### src/rtl/reg_bank.sv
// Register bank: DEPTH x WIDTH, one write port, two registered read ports, hardware clear sweep.
// Read latency 1 cycle; busy is high for DEPTH cycles during a sweep, writes then dropped; REG_BANK_BYPASS_EN selects read-during-write result.
module reg_bank #(
  parameter int WIDTH  = 8,
  parameter int DEPTH  = 4,
  parameter int ADDR_W = $clog2(DEPTH)
) (
  input  logic              clk,
  input  logic              rst_n,
  input  logic              we,
  input  logic [ADDR_W-1:0] waddr,
  input  logic [WIDTH-1:0]  wdata,
  input  logic [ADDR_W-1:0] raddr_a,
  output logic [WIDTH-1:0]  rdata_a,
  input  logic [ADDR_W-1:0] raddr_b,
  output logic [WIDTH-1:0]  rdata_b,
  input  logic              clr_req,
  output logic              busy
);

  typedef enum logic {IDLE, CLEAR} state_t;

  state_t            state, state_nxt;
  logic [ADDR_W-1:0] idx;
  logic [WIDTH-1:0]  mem [DEPTH];
  logic              wr_en;
  logic [ADDR_W-1:0] wr_addr;
  logic [WIDTH-1:0]  wr_data;
  logic [WIDTH-1:0]  rd_a_nxt, rd_b_nxt;

  always_ff @(posedge clk or negedge rst_n) begin
    if (!rst_n) state <= IDLE;
    else        state <= state_nxt;
  end

  always_comb begin
    state_nxt = state;
    case (state)
      IDLE:  if (clr_req) state_nxt = CLEAR;
      CLEAR: if (idx == ADDR_W'(DEPTH - 1)) state_nxt = IDLE;
      default: state_nxt = IDLE;
    endcase
  end

  // The sweep owns the single write port while busy; user writes are dropped.
  always_comb begin
    busy    = (state == CLEAR);
    wr_en   = we;
    wr_addr = waddr;
    wr_data = wdata;
    if (state == CLEAR) begin
      wr_en   = 1'b1;
      wr_addr = idx;
      wr_data = '0;
    end
  end

  // Index wraps to 0 on the final sweep edge since DEPTH is a power of two.
  always_ff @(posedge clk or negedge rst_n) begin
    if (!rst_n)               idx <= '0;
    else if (state == CLEAR)  idx <= idx + ADDR_W'(1);
    else if (clr_req)         idx <= '0;
  end

  always_ff @(posedge clk or negedge rst_n) begin
    if (!rst_n) begin
      for (int i = 0; i < DEPTH; i++) mem[i] <= '0;
    end else if (wr_en) begin
      mem[wr_addr] <= wr_data;
    end
  end

`ifdef REG_BANK_BYPASS_EN
  always_comb begin
    rd_a_nxt = (wr_en && (wr_addr == raddr_a)) ? wr_data : mem[raddr_a];
    rd_b_nxt = (wr_en && (wr_addr == raddr_b)) ? wr_data : mem[raddr_b];
  end
`else
  always_comb begin
    rd_a_nxt = mem[raddr_a];
    rd_b_nxt = mem[raddr_b];
  end
`endif

  always_ff @(posedge clk or negedge rst_n) begin
    if (!rst_n) begin
      rdata_a <= '0;
      rdata_b <= '0;
    end else begin
      rdata_a <= rd_a_nxt;
      rdata_b <= rd_b_nxt;
    end
  end

endmodule

### config.mk
export PLATFORM = sky130hd
export DESIGN_NAME = reg_bank
export DESIGN_NICKNAME = d
export VERILOG_FILES = /design/src/rtl/reg_bank.sv
export SDC_FILE = /design/constraint.sdc
export NUM_CORES = 1
export LEC_CHECK = 0
export BUFFER_PORTS_ARGS = -buffer_cell sky130_fd_sc_hd__buf_4
export CAP_MARGIN = 20
export CORE_AREA = 2 2 74 76
export CTS_CLUSTER_SIZE = 20
export DETAILED_ROUTE_END_ITERATION = 6
export DIE_AREA = 0 0 76 78
export SKIP_LAST_GASP = 1
export SLEW_MARGIN = 5
export SYNTH_ARGS = -nofsm -noshare
export SYNTH_HDL_FRONTEND = slang
export SYNTH_SLANG_ARGS = --single-unit
### constraint.sdc
create_clock -name clk -period 1.6 [get_ports clk]
set_clock_uncertainty 0.1 [all_clocks]
set_input_delay 0.24 -clock clk [delete_from_list [all_inputs] [get_ports clk]]
set_output_delay 0.24 -clock clk [all_outputs]
set_load 0.005 [all_outputs]
# Word-level counts from Yosys, hierarchy flattened
# Cells that the tools add are included.
# totals
wordCells,37
out_inout_bits,17
reg_bits,51
mem_bits_ro,0
n_memories,0
latchBits,0
mem_bits_rw,0
input_bits,18
# op_classes
add_sub_neg,1
n_reduce_logical,2
magnitude_cmp,4
n_mul,0
muxes,17
n_shift,0
div_mod_pow,0
n_eq_ne,1
bitwise_logic,4
# ops
cell,n
8-bit two-way mux,6
8-bit binary-select mux with 2-bit select,2
32-bit bitwise mux,1
8-bit demux with 2-bit select,1
"3-bit greater-or-equal comparator, second input constant",3
2-bit inverter with 3-bit output,3
2-bit two-way mux,3
"3-bit by 1-bit less-than comparator with 1-bit output, second input constant",1
1-bit two-way mux,3
"2-bit by 1-bit adder with 2-bit output, second input constant",1
"2-bit == test, second input constant",1
1-bit case mux with 2 select lines,1
2-bit nonzero test,1
1-bit logical AND,1
1-bit inverter,1

# Depth between registers and ports, before layout
# Gate-level depths: netlist of the first run.
# depth
word_depth,7
mapped_depth,4
depth_no_buf,3

# Worst setup path before layout of the first run
# Ideal clock, no wire load.
# synth_path
kind,register to register
from,register state (netlist: busy)
to,register mem[24] in the netlist's numbering
setup_ns,0.125
t_required_ns,1.375
synth_period_minus_slack_ns,1.486
setup_slack_ns,0.114
arrival_time_ns,1.261
path_stages_with_launch,4
n_path_buf,1
cell_sequence,dfrtp_1 buf_6 a21oi_2 mux2_2
# synth_between
elab_chain_cells,7
word_cells_on_any_way,10
cone_classes,2 x order compare; 6 x mux; 1 x bitwise; 1 x reduce/logical
# synth_rtl
item,line,text
"start, declared",23,"state_t state, state_nxt;"
"start signal, assigned",33,else state <= state_nxt;
2-bit two-way mux,51,if (state == CLEAR) begin
2-bit inverter with 3-bit output (implied by the code),69,mem[wr_addr] <= wr_data;
3-bit greater-or-equal comparator (implied by the code) / 3-bit by 1-bit less-than comparator with 1-bit output (equally long branches),69,
1-bit logical AND (implied by the code),69,
8-bit two-way mux (implied by the code),69,
8-bit demux with 2-bit select,69,
32-bit bitwise mux,69,
"end signal, assigned by index",69,
"end, declared",25,logic [WIDTH-1:0] mem [DEPTH];
# Several ways; a longest one is shown, not always the timed one.
# A chain may end at the register's enable or synchronous reset.

# Worst setup path after layout of the first run
# layout_path
from,register state (netlist: busy)
to,output busy
# layout_lines
item,line,text
"end, declared",18,output logic busy
# No word-level cell between the ends.

==> summary.md, run 1 <==
| Metric | Value |
|---|---|
| Unrepaired setup endpoints after global routing | true |
| Crit-path leading delay family | buffers and inverters |
| Ant diodes | 0 |
| Post-route minimum period | between 1500 and 2000 ps |
| Mapped cell area | approximately 2200 um2 |
| Post-DP HPWL | 2975 um |
| Clock Pin Slew Worst Setup and Hold Paths | around 90 ps |
| Pre-CTS WS | -51.51 ps |
| Worst Path Required | ~1300 ps |
| GRT Total Usage | 15.82% |
| Remaining global-route overflow | 0 |
| Layout area overhead | 25.11% |
| Avg Inst Size Synth | 16.86 um2 |
| Yosys warns | 0 |
| WHS | ~50 ps |
| Leak | around 0.0013 uW |
| Max Freq | 629.6 MHz |
| Crit-path cells | buf_4, buf_6, buf_4 |
| Initial antenna violation count | 0 |
| Final GP Congestion | just over 0.7 |
| # clock sinks | 51 |
| DRT antenna net count | 0 |
| Met2 wire len | approximately 2300 um |
| CP Capture Type | primary output |
| Initial core utilization | between 40% and 50% |
| Worst-Skew Late Latency | around 300 ps |
| WP buf/inv | 3 |
| Critical path arrival | 1250 ps |
| WL/cell | approximately 17 um |
| Post-route setup slack | ~12 ps |
| Core Region | slightly above 5000 um2 |
| Core Util, Final | a little under three fifths |
| FF+latch area | 1277 um2 |
| Crit-path max FO | 10 |
| Crit path top cell by count | buf_4 |
| Yosys top cell area share | roughly 57% |
| Crit path kind | reg2out |
| Port buffer count | 34 |
| Fill cells | just over 400 |
| Site row count | 26 |
| # DRC | 0 |
| Max_slew headroom | 58.88% |
| Metal-1 WL | between 1500 and 2000 um |
| Top routing layer used | met4 |
| Dominant cells by area after synthesis | dfrtp_1 (57%), mux2_2 (16%), mux4_2 (16%) |
| First-pass GRT wire length | 6996 um |
| Met3 WL | 159 um |
| Full die area | ~6000 um2 |
| TritonCTS Buffers | 5 |
| Via count | about 1300 |
| PD cells | 1759 nW/um2 |
| Layout Nets | a little under 200 |
| CTS root buffer | clkbuf_8 |
| Hold WC Path Type | in2reg |
| Vias in the first global route | approximately 1400 |
| Tcrit/Tclk final | between 90 and 100% |
| Worst setup SP type | register |
| Area of the multi-input gates | between 900 and 1000 um2 |
| # setup viols final | 0 |
| Register area share after synthesis | between 50% and 60% |
| Syn Nets | around 150 |
| IO Pins | 35 |
| Slowest stage delay, CP | between 400 and 500 ps |
| Slowest cell on the critical path | dfrtp_2 |
| CTS Buffer Depth | 2 |
| Drt initial violations | between 70 and 80 |
| Ratio of cells with drive above 1 in the final layout | between 50% and 60% |
| Register bit total from synthesis | ~50 |
| Final Cell Area | approximately 2800 um2 |
| Setup TNS | 0 ps |
| Die W | approximately 76 um |
| Largest net degree at the start of global routing | 52 |
| Cell accounting for the most synthesized area | dfrtp_1 |
| Chip height | just under 80 um |
| Final wirelength | roughly 4300 um |
| Post-CTS Setup Bufs | 0 |
| TritonCTS clock tree | done |
| H-tree levels | 2 |
| Max_cap viols | 0 |
| Via density | roughly 5.3 |
| Status | complete, no violations |
| Placed Area | ~2600 um2 |
| Worst-margin pin slew | 616.8 ps |
| Final Hold Vio Count | 0 |
| Netlist cell types | 23 |
| Slew Limit Fails | 0 |
| Peak supply drop | between 0.0009 and 0.001 V |
| TritonRoute pass-1 iters | 3 |
| Synthesized instance count | ~130 |
-- what timing repair did --
item / CTS / global route
endpoints found under the hold margin: 51 / 0
pin swaps: 1 / 0
cloned: 0 / 0
hold buffers: 1 / 0
resized for setup: 3 / 8
setup endpoints to repair: 17 / 18
-- area by class of cell --
class	count	area share (%)
multi-input combinational	76	34.26
clock buffer	5	2.453
timing repair buffer	44	13.29
tap	70	3.122
sequential	51	45.54
clock inverter	2	1.338
-- cell usage in the layout, fill, tap and decap left out, types with 4 or more instances in the layout --
cell | netlist | layout
mux2_2 | 32 | 28
dfrtp_1 | 51 | 50
buf_6 | 1 | 4
mux2_4 | 0 | 4
mux4_2 | 16 | 16
clkbuf_8 | 0 | 5
nor2b_1 | 7 | 7
buf_4 | 0 | 37
-- metal layers --
| layer | up-vias | GRT usage, % |
|---|---|---|
| li1 | 585 | - |
| met1 | 684 | 19.16 |
| met2 | 27 | 28.21 |
| met3 | 7 | 3.721 |
| met4 | 0 | 4.909 |
| met5 | - | 0 |
-- flip-flops by register name, indices dropped and copies added, names as in the netlist --
register  count
mem          32
rdata_a       8
rdata_b       8
idx           2
busy          1
-- cell usage after synthesis --
master	instances
nor2_1	2
mux4_2	16
o21ai_2	2
and2b_1	1
buf_1	2
mux2_2	32
nand2_1	2
a21oi_2	1
mux2i_1	1
buf_2	3
nand3_1	2
nand2b_1	1
a21oi_1	1
nor4b_1	1
nand2_4	1
buf_6	1
nor2b_1	7
dfrtp_1	51
or2b_1	1
o32ai_4	1
ha_1	1
nand3b_1	2
o21ai_0	1
-- metrics by stage --
stage,total power (uW),std cells
4_1_cts,4947,248
5_1_grt,5266,248
6_report,4934,248
2_1_floorplan,3197,133
3_3_place_gp,3966,240
3_5_place_dp,4047,240
-- worst register-to-register path: stages, from the launching register on --
cell and delay [ps]:
dfrtp_2 470, buf_6 150, o32ai_4 250, buf_6 170, mux2_2 330
-- power by group --
group          switching [uW]  total [uW]  internal [uW]
registers                 315        2130           1810
logic                     714        1950           1230
clock network             405         863            457
total                    1430        4930           3500
-- cell families (layout without fill, tap and decap cells) --
logic type	Yosys count	count (layout)	synth area share (%)
compound gates	6	6	2.846
fa+ha+maj	1	1	0.5579
flops	51	51	56.92
buf+inv	6	51	1.507
mux	49	49	32.59
simple gates	20	20	5.581
-- final timing paths --
check | from | endpoint | slack (ps) | cells after the start
setup reg to reg | busy$_DFF_PN0_ | mem[18]$_DFFE_PN0P_ | 30 | 4
hold reg to reg | mem[10]$_DFFE_PN0P_ | mem[10]$_DFFE_PN0P_ | 430 | 1
min in group asynchronous | rst_n | rdata_b[5]$_DFF_PN0_ | 400 | 2
max in group asynchronous | rst_n | busy$_DFF_PN0_ | 560 | 2
hold / removal | clr_req | idx[1]$_DFFE_PN0P_ | 50 | 2
setup / recovery | busy$_DFF_PN0_ | busy | 10 | 3
No activity file was read; power rests on OpenSTA's default activity.
==> run 2, diff against run 1 <==
SETUP_SLACK_MARGIN = 0.5   (was not set)
==> summary.md, run 2 (same netlist as run 1, synthesis figures left out) <==
| Metric | Value |
|---|---|
| Post-DP HPWL | 3104 um (+4.3%) |
| WHS | -157.7 ps (-207.6 ps) |
| Layout area overhead | 36.77% |
| Drt initial violations | 53 (-25%) |
| Full die area | 5928 um2 (unchanged) |
| Violated checks | negative hold slack |
| Leak | 0.001436 uW (+9.2%) |
| Ratio of cells with drive above 1 in the final layout | 64.71% (+5.7 points) |
| # clock sinks | 51 (unchanged) |
| Clock Pin Slew Worst Setup and Hold Paths | 90 ps (about the same) |
| Chip height | 78 um (unchanged) |
| Site row count | 26 (unchanged) |
| Worst Path Required | 1690 ps (+430 ps) |
| Port buffer count | 34 (unchanged) |
| GRT Total Usage | 16.87% (+1.1 points) |
| Most common cell after layout, fill and taps aside | dfrtp_1 |
| Tcrit/Tclk final | 96.96% (-2.3 points) |
| First-pass GRT wire length | 7652 um (+9.4%) |
| Vias in the first global route | 1485 (+8.9%) |
| Post-route minimum period | 1551 ps (-36.85 ps) |
| Biggest register | mem |
| Pre-CTS WS | -38.32 ps (+13.19 ps) |
| # DRC | 0 (unchanged) |
| Hold WC Path Type | in2async |
| TritonCTS Buffers | 5 (unchanged) |
| Final std cells w/o fill | 257 (+3.6%) |
| Largest net degree at the start of global routing | 52 (unchanged) |
| Commonest non-fill, non-tap cells in the layout | dfrtp_1 (49), buf_4 (25), buf_6 (24) |
| Post-route setup slack | 48.59 ps (+36.85 ps) |
| DRT antenna net count | 0 (unchanged) |
| PD cells | 1813 nW/um2 (+3.1%) |
| Critical path arrival | 1640 ps (+390 ps) |
| Max reg flops | 32 (unchanged) |
| # setup viols final | 0 (unchanged) |
| Inst Count DP | 238 (-0.83%) |
| WL/cell | 18.14 um (+4.1%) |
| Slew Limit Fails | 0 (unchanged) |
| H-tree levels | 2 (unchanged) |
| Final Cell Area | 3067 um2 (+9.3%) |
| TritonCTS clock tree | done |
| Peak supply drop | 0.0009867 V (+8.8%) |
| Initial core utilization | 44.47% (unchanged) |
| Via density | 5.276 (+0.42%) |
| Final wirelength | 4662 um (+7.8%) |
| Final Hold Vio Count | 51 (+51) |
| Crit-path max FO | 6 (-4) |
| IO Pins | 35 (unchanged) |
| CTS Buffer Depth | 2 (unchanged) |
| Initial antenna violation count | 0 (unchanged) |
| Remaining global-route overflow | 0 (unchanged) |
| Final GP Congestion | 0.7220 (+0.40%) |
| Worst-Skew Late Latency | 310 ps (about the same) |
| Layout Nets | 205 (+4.1%) |
| CTS root buffer | clkbuf_8 |
| Unrepaired setup endpoints after global routing | true |
| Via count | 1356 (+4.1%) |
| Largest regs | mem x32, rdata_a x8, rdata_b x8 |
| Worst setup SP type | register |
| CP Capture Type | register |
| TritonRoute pass-1 iters | 4 (+1) |
| Ant diodes | 0 (unchanged) |
| Core Region | 5042 um2 (unchanged) |
| Worst-margin pin slew | 637.7 ps (+20.91 ps) |
| Max_slew headroom | 57.49% (-1.4 points) |
| Placed Area | 2659 um2 (+0.57%) |
| Max Freq | 644.6 MHz (+2.4%) |
| Status | finished with violations |
| Die W | 76 um (unchanged) |
| Crit path kind | reg2reg |
| Max_cap viols | 0 (unchanged) |
## run 2: timing repair
item / CTS / global route
endpoints found under the hold margin: 51 / 51
endpoints found under the setup margin: 54 / 68
buffers inserted: 7 / 4
pin swaps: 2 / 1
gates cloned: 0 / 0
gates resized for setup: 49 / 9
## run 2: power breakdown
| group | leakage, uW | internal [uW] | total [uW] | switching (uW) |
|---|---|---|---|---|
| Combinational | 0.000699 | 1640 | 2450 | 811 |
| Clock | 0.0000581 | 466 | 892 | 426 |
| Sequential | 0.000679 | 1820 | 2210 | 397 |
## run 2: layout make-up
class | instances | area, um2
Clock buffer | 5 | 68.82
Clock inverter | 3 | 43.79
Fill cell | 385 | 1976
Multi-Input combinational cell | 76 | 1075
Sequential cell | 51 | 1279
Tap cell | 70 | 87.58
Timing Repair Buffer | 52 | 513.0
## run 2: worst paths after layout
path | slack (ps) | endpoint | start | depth (start not counted)
max in group asynchronous | 1080 | idx[0]$_DFFE_PN0P_ | rst_n | 1
setup reg to reg | 50 | mem[15]$_DFFE_PN0P_ | busy$_DFF_PN0_ | 5
setup / recovery | 50 | mem[15]$_DFFE_PN0P_ | busy$_DFF_PN0_ | 5
min in group clk | 40 | idx[1]$_DFFE_PN0P_ | clr_req | 2
hold reg to reg | 440 | mem[10]$_DFFE_PN0P_ | mem[10]$_DFFE_PN0P_ | 1
hold / removal | -160 | mem[20]$_DFFE_PN0P_ | rst_n | 1
## run 2: per-stage QoR
stage               setup TNS, ps  power (uW)  utilization (%)
finish                          0        5559            60.82
global route                    0        5877            60.82
CTS                             0        5499            59.68
detailed placement         -232.1        4074            52.73
floorplan                       0        3254                -
global placement                0        3978            52.73
## run 2: critical path, stage by stage, from the launching register on
cell	delay, ps
dfrtp_2	490
buf_8	160
nand3b_1	140
o21ai_4	100
buf_6	150
mux2_4	300
## run 2: metal layers
metal	track usage, %	wire [um]
met3	4.186	139
met4	6.545	111
met5	0	0
met1	19.46	1885
met2	30.36	2525
==> run 3, diff against run 2 <==
CORE_AREA = 2 2 95 70   (was 2 2 74 76)
CTS_BUF_LIST = sky130_fd_sc_hd__clkbuf_8   (was not set)
DIE_AREA = 0 0 97 72   (was 0 0 76 78)
==> summary.md, run 3 (same netlist as run 1, synthesis figures left out) <==
| Metric | Value |
|---|---|
| Met2 Use GR | 23.38% (-7.0 points) |
| Worst-Skew Late Latency | 300 ps (about the same) |
| GR met1 Demand/Resource | 21.26% (+1.8 points) |
| Sw Share | 30.24% (+0.84 points) |
| First-pass GRT wire length | 8183 um (+6.9%) |
| TritonRoute pass-1 iters | 4 (unchanged) |
| Leak | 0.001403 uW (-2.3%) |
| Site row count | 24 (-7.7%) |
| TritonCTS clock tree | done |
| Slowest cell on the critical path | dfrtp_2 |
| DRT antenna net count | 0 (unchanged) |
| CTS root buffer | clkbuf_8 |
| Layout Nets | 205 (unchanged) |
| Remaining global-route overflow | 0 (unchanged) |
| PD cells | 1787 nW/um2 (-1.4%) |
| Peak supply drop | 0.0007172 V (-27%) |
| Max_cap viols | 0 (unchanged) |
| Largest net degree at the start of global routing | 52 (unchanged) |
| Crit-path cells | buf_6, buf_6, o21ai_4, buf_12, mux2_4 |
| Max_slew headroom | 55.68% (-1.8 points) |
| Fill cells | 491 (+28%) |
| Switch Pwr | 1641 uW (+0.42%) |
| Final GP Congestion | 0.7141 (-1.1%) |
| Tcrit/Tclk final | 96.04% (-0.92 points) |
| Final wirelength | 4965 um (+6.5%) |
| # DRC | 0 (unchanged) |
| R2R depth | 5 (unchanged) |
| Chip height | 72 um (-7.7%) |
| CP Capture Type | register |
| Unrepaired setup endpoints after global routing | true |
| CTS Buffer Depth | 2 (unchanged) |
| Violated checks | negative hold slack |
| Crit path kind | reg2reg |
| Slowest stage delay, CP | 430 ps (-60 ps) |
| Core Region | 6036 um2 (+20%) |
| Post-DP HPWL | 3334 um (+7.4%) |
| Via count | 1375 (+1.4%) |
| Clock Pin Slew Worst Setup and Hold Paths | 100 ps (about the same) |
| Hold WC Path Type | in2async |
| Max reg flops | 32 (unchanged) |
| WHS | -140.6 ps (+17.14 ps) |
| Die W | 97 um (+28%) |
| Critical path arrival | 1630 ps (about the same) |
| Post-route minimum period | 1537 ps (-14.77 ps) |
| Crit path top cell by count | buf_6 |
| Sequential power share | 40.4% (+0.6 points) |
| Final Hold Vio Count | 51 (unchanged) |
| Worst Path Required | 1690 ps (about the same) |
| Area of the multi-input gates | 1042 um2 (-3.0%) |
| Worst setup SP type | register |
| Ant diodes | 0 (unchanged) |
| Via density | 5.189 (-1.7%) |
| Overall power | 5427 uW (-2.4%) |
| Vias in the first global route | 1514 (+2.0%) |
| Crit-path max FO | 6 (unchanged) |
| WP buf/inv | 3 (+1) |
| Drt initial violations | 59 (+11%) |
| Crit-path leading delay family | flip-flops |
| Full die area | 6984 um2 (+18%) |
| M3 GR Usage | 4.143% (-0.043 points) |
| Largest regs | mem x32, rdata_a x8, rdata_b x8 |
| Commonest non-fill, non-tap cells in the layout | dfrtp_1 (48), buf_4 (25), buf_6 (24) |
| Ratio of cells with drive above 1 in the final layout | 63.10% (-1.6 points) |
| Layout area overhead | 35.44% |
| WL/cell | 18.74 um (+3.3%) |
| Port buffer count | 34 (unchanged) |
| Worst-margin pin slew | 664.8 ps (+27.06 ps) |
| Biggest register | mem |
| Most used routing layer | met2 |
| Slew Limit Fails | 0 (unchanged) |
| TritonCTS Buffers | 5 (unchanged) |
| Comb pwr share | 45.1% (+0.9 points) |
| Most common cell after layout, fill and taps aside | dfrtp_1 |
| Setup TNS | 0 ps (unchanged) |
| # clock sinks | 51 (unchanged) |
| Int Pwr | 3786 uW (-3.5%) |
| Initial antenna violation count | 0 (unchanged) |
| Initial core utilization | 37.15% (-7.3 points) |
| FF+latch area | 1280 um2 (about the same) |
| # setup viols final | 0 (unchanged) |
| GRT Total Usage | 15.15% (-1.7 points) |
| Clk pwr share | 14.5% (-1.5 points) |
| Max Freq | 650.8 MHz (+0.96%) |
| IO Pins | 35 (unchanged) |
| Final Cell Area | 3037 um2 (-0.98%) |
| H-tree levels | 2 (unchanged) |
| Status | finished with violations |
| Total stage count of the critical path | 5 (unchanged) |
| Placed Area | 2656 um2 (about the same) |
run 3: changes by cell type in the layout (fill, tap and decap cells not counted), moves of 3 or more:
cell and change:
mux2_2 +7, mux2_4 -7, nor2b_1 +3, nor2b_2 -3
run 3: through the flow:
step	util (%)	setup slack, ps	instances
2_1_floorplan	-	159.6	133
3_3_place_gp	44.01	46.19	246
3_5_place_dp	44.01	1.291	246
4_1_cts	49.38	70.23	262
5_1_grt	50.31	11.42	265
6_report	50.31	63.36	265
run 3: power groups by stage:
stage	Clock, uW	Combinational [uW]	Sequential (uW)
global placement	0	1790	2150
floorplan	0	1150	2100
global route	859	2610	2270
CTS	812	2340	2190
detailed placement	0	1840	2220
finish	786	2450	2190
run 3: layout make-up:
type	instances	area share (%)
timing repair buffer	52	17.06
sequential	51	42.15
clock buffer	6	2.719
clock inverter	2	0.5356
multi-input combinational	76	34.32
tap	78	3.214
run 3: repair_timing:
action | 4_1_cts | 5_1_grt
endpoints found under the setup margin | 52 | 66
hold endpoints to repair | 51 | 51
resized for setup | 37 | 9
buffers inserted | 8 | 3
pin swaps | 4 | 1
run 3: worst paths after layout:
kind                               startpoint                    to  slack [ps]
setup / recovery               busy$_DFF_PN0_   mem[11]$_DFFE_PN0P_          60
hold / removal                          rst_n  rdata_a[5]$_DFF_PN0_        -140
setup reg to reg               busy$_DFF_PN0_   mem[11]$_DFFE_PN0P_          60
hold reg to reg            mem[0]$_DFFE_PN0P_    mem[0]$_DFFE_PN0P_         440
max in group asynchronous               rst_n    idx[0]$_DFFE_PN0P_        1050
min in group clk                      clr_req    idx[1]$_DFFE_PN0P_          20
run 3: layer usage:
layer,part of all wire (%),vias up,wire (um)
met5,0,-,0
met4,1.4,0,68
met3,4.9,9,243
met2,46,40,2268
met1,48,722,2384
li1,-,604,-
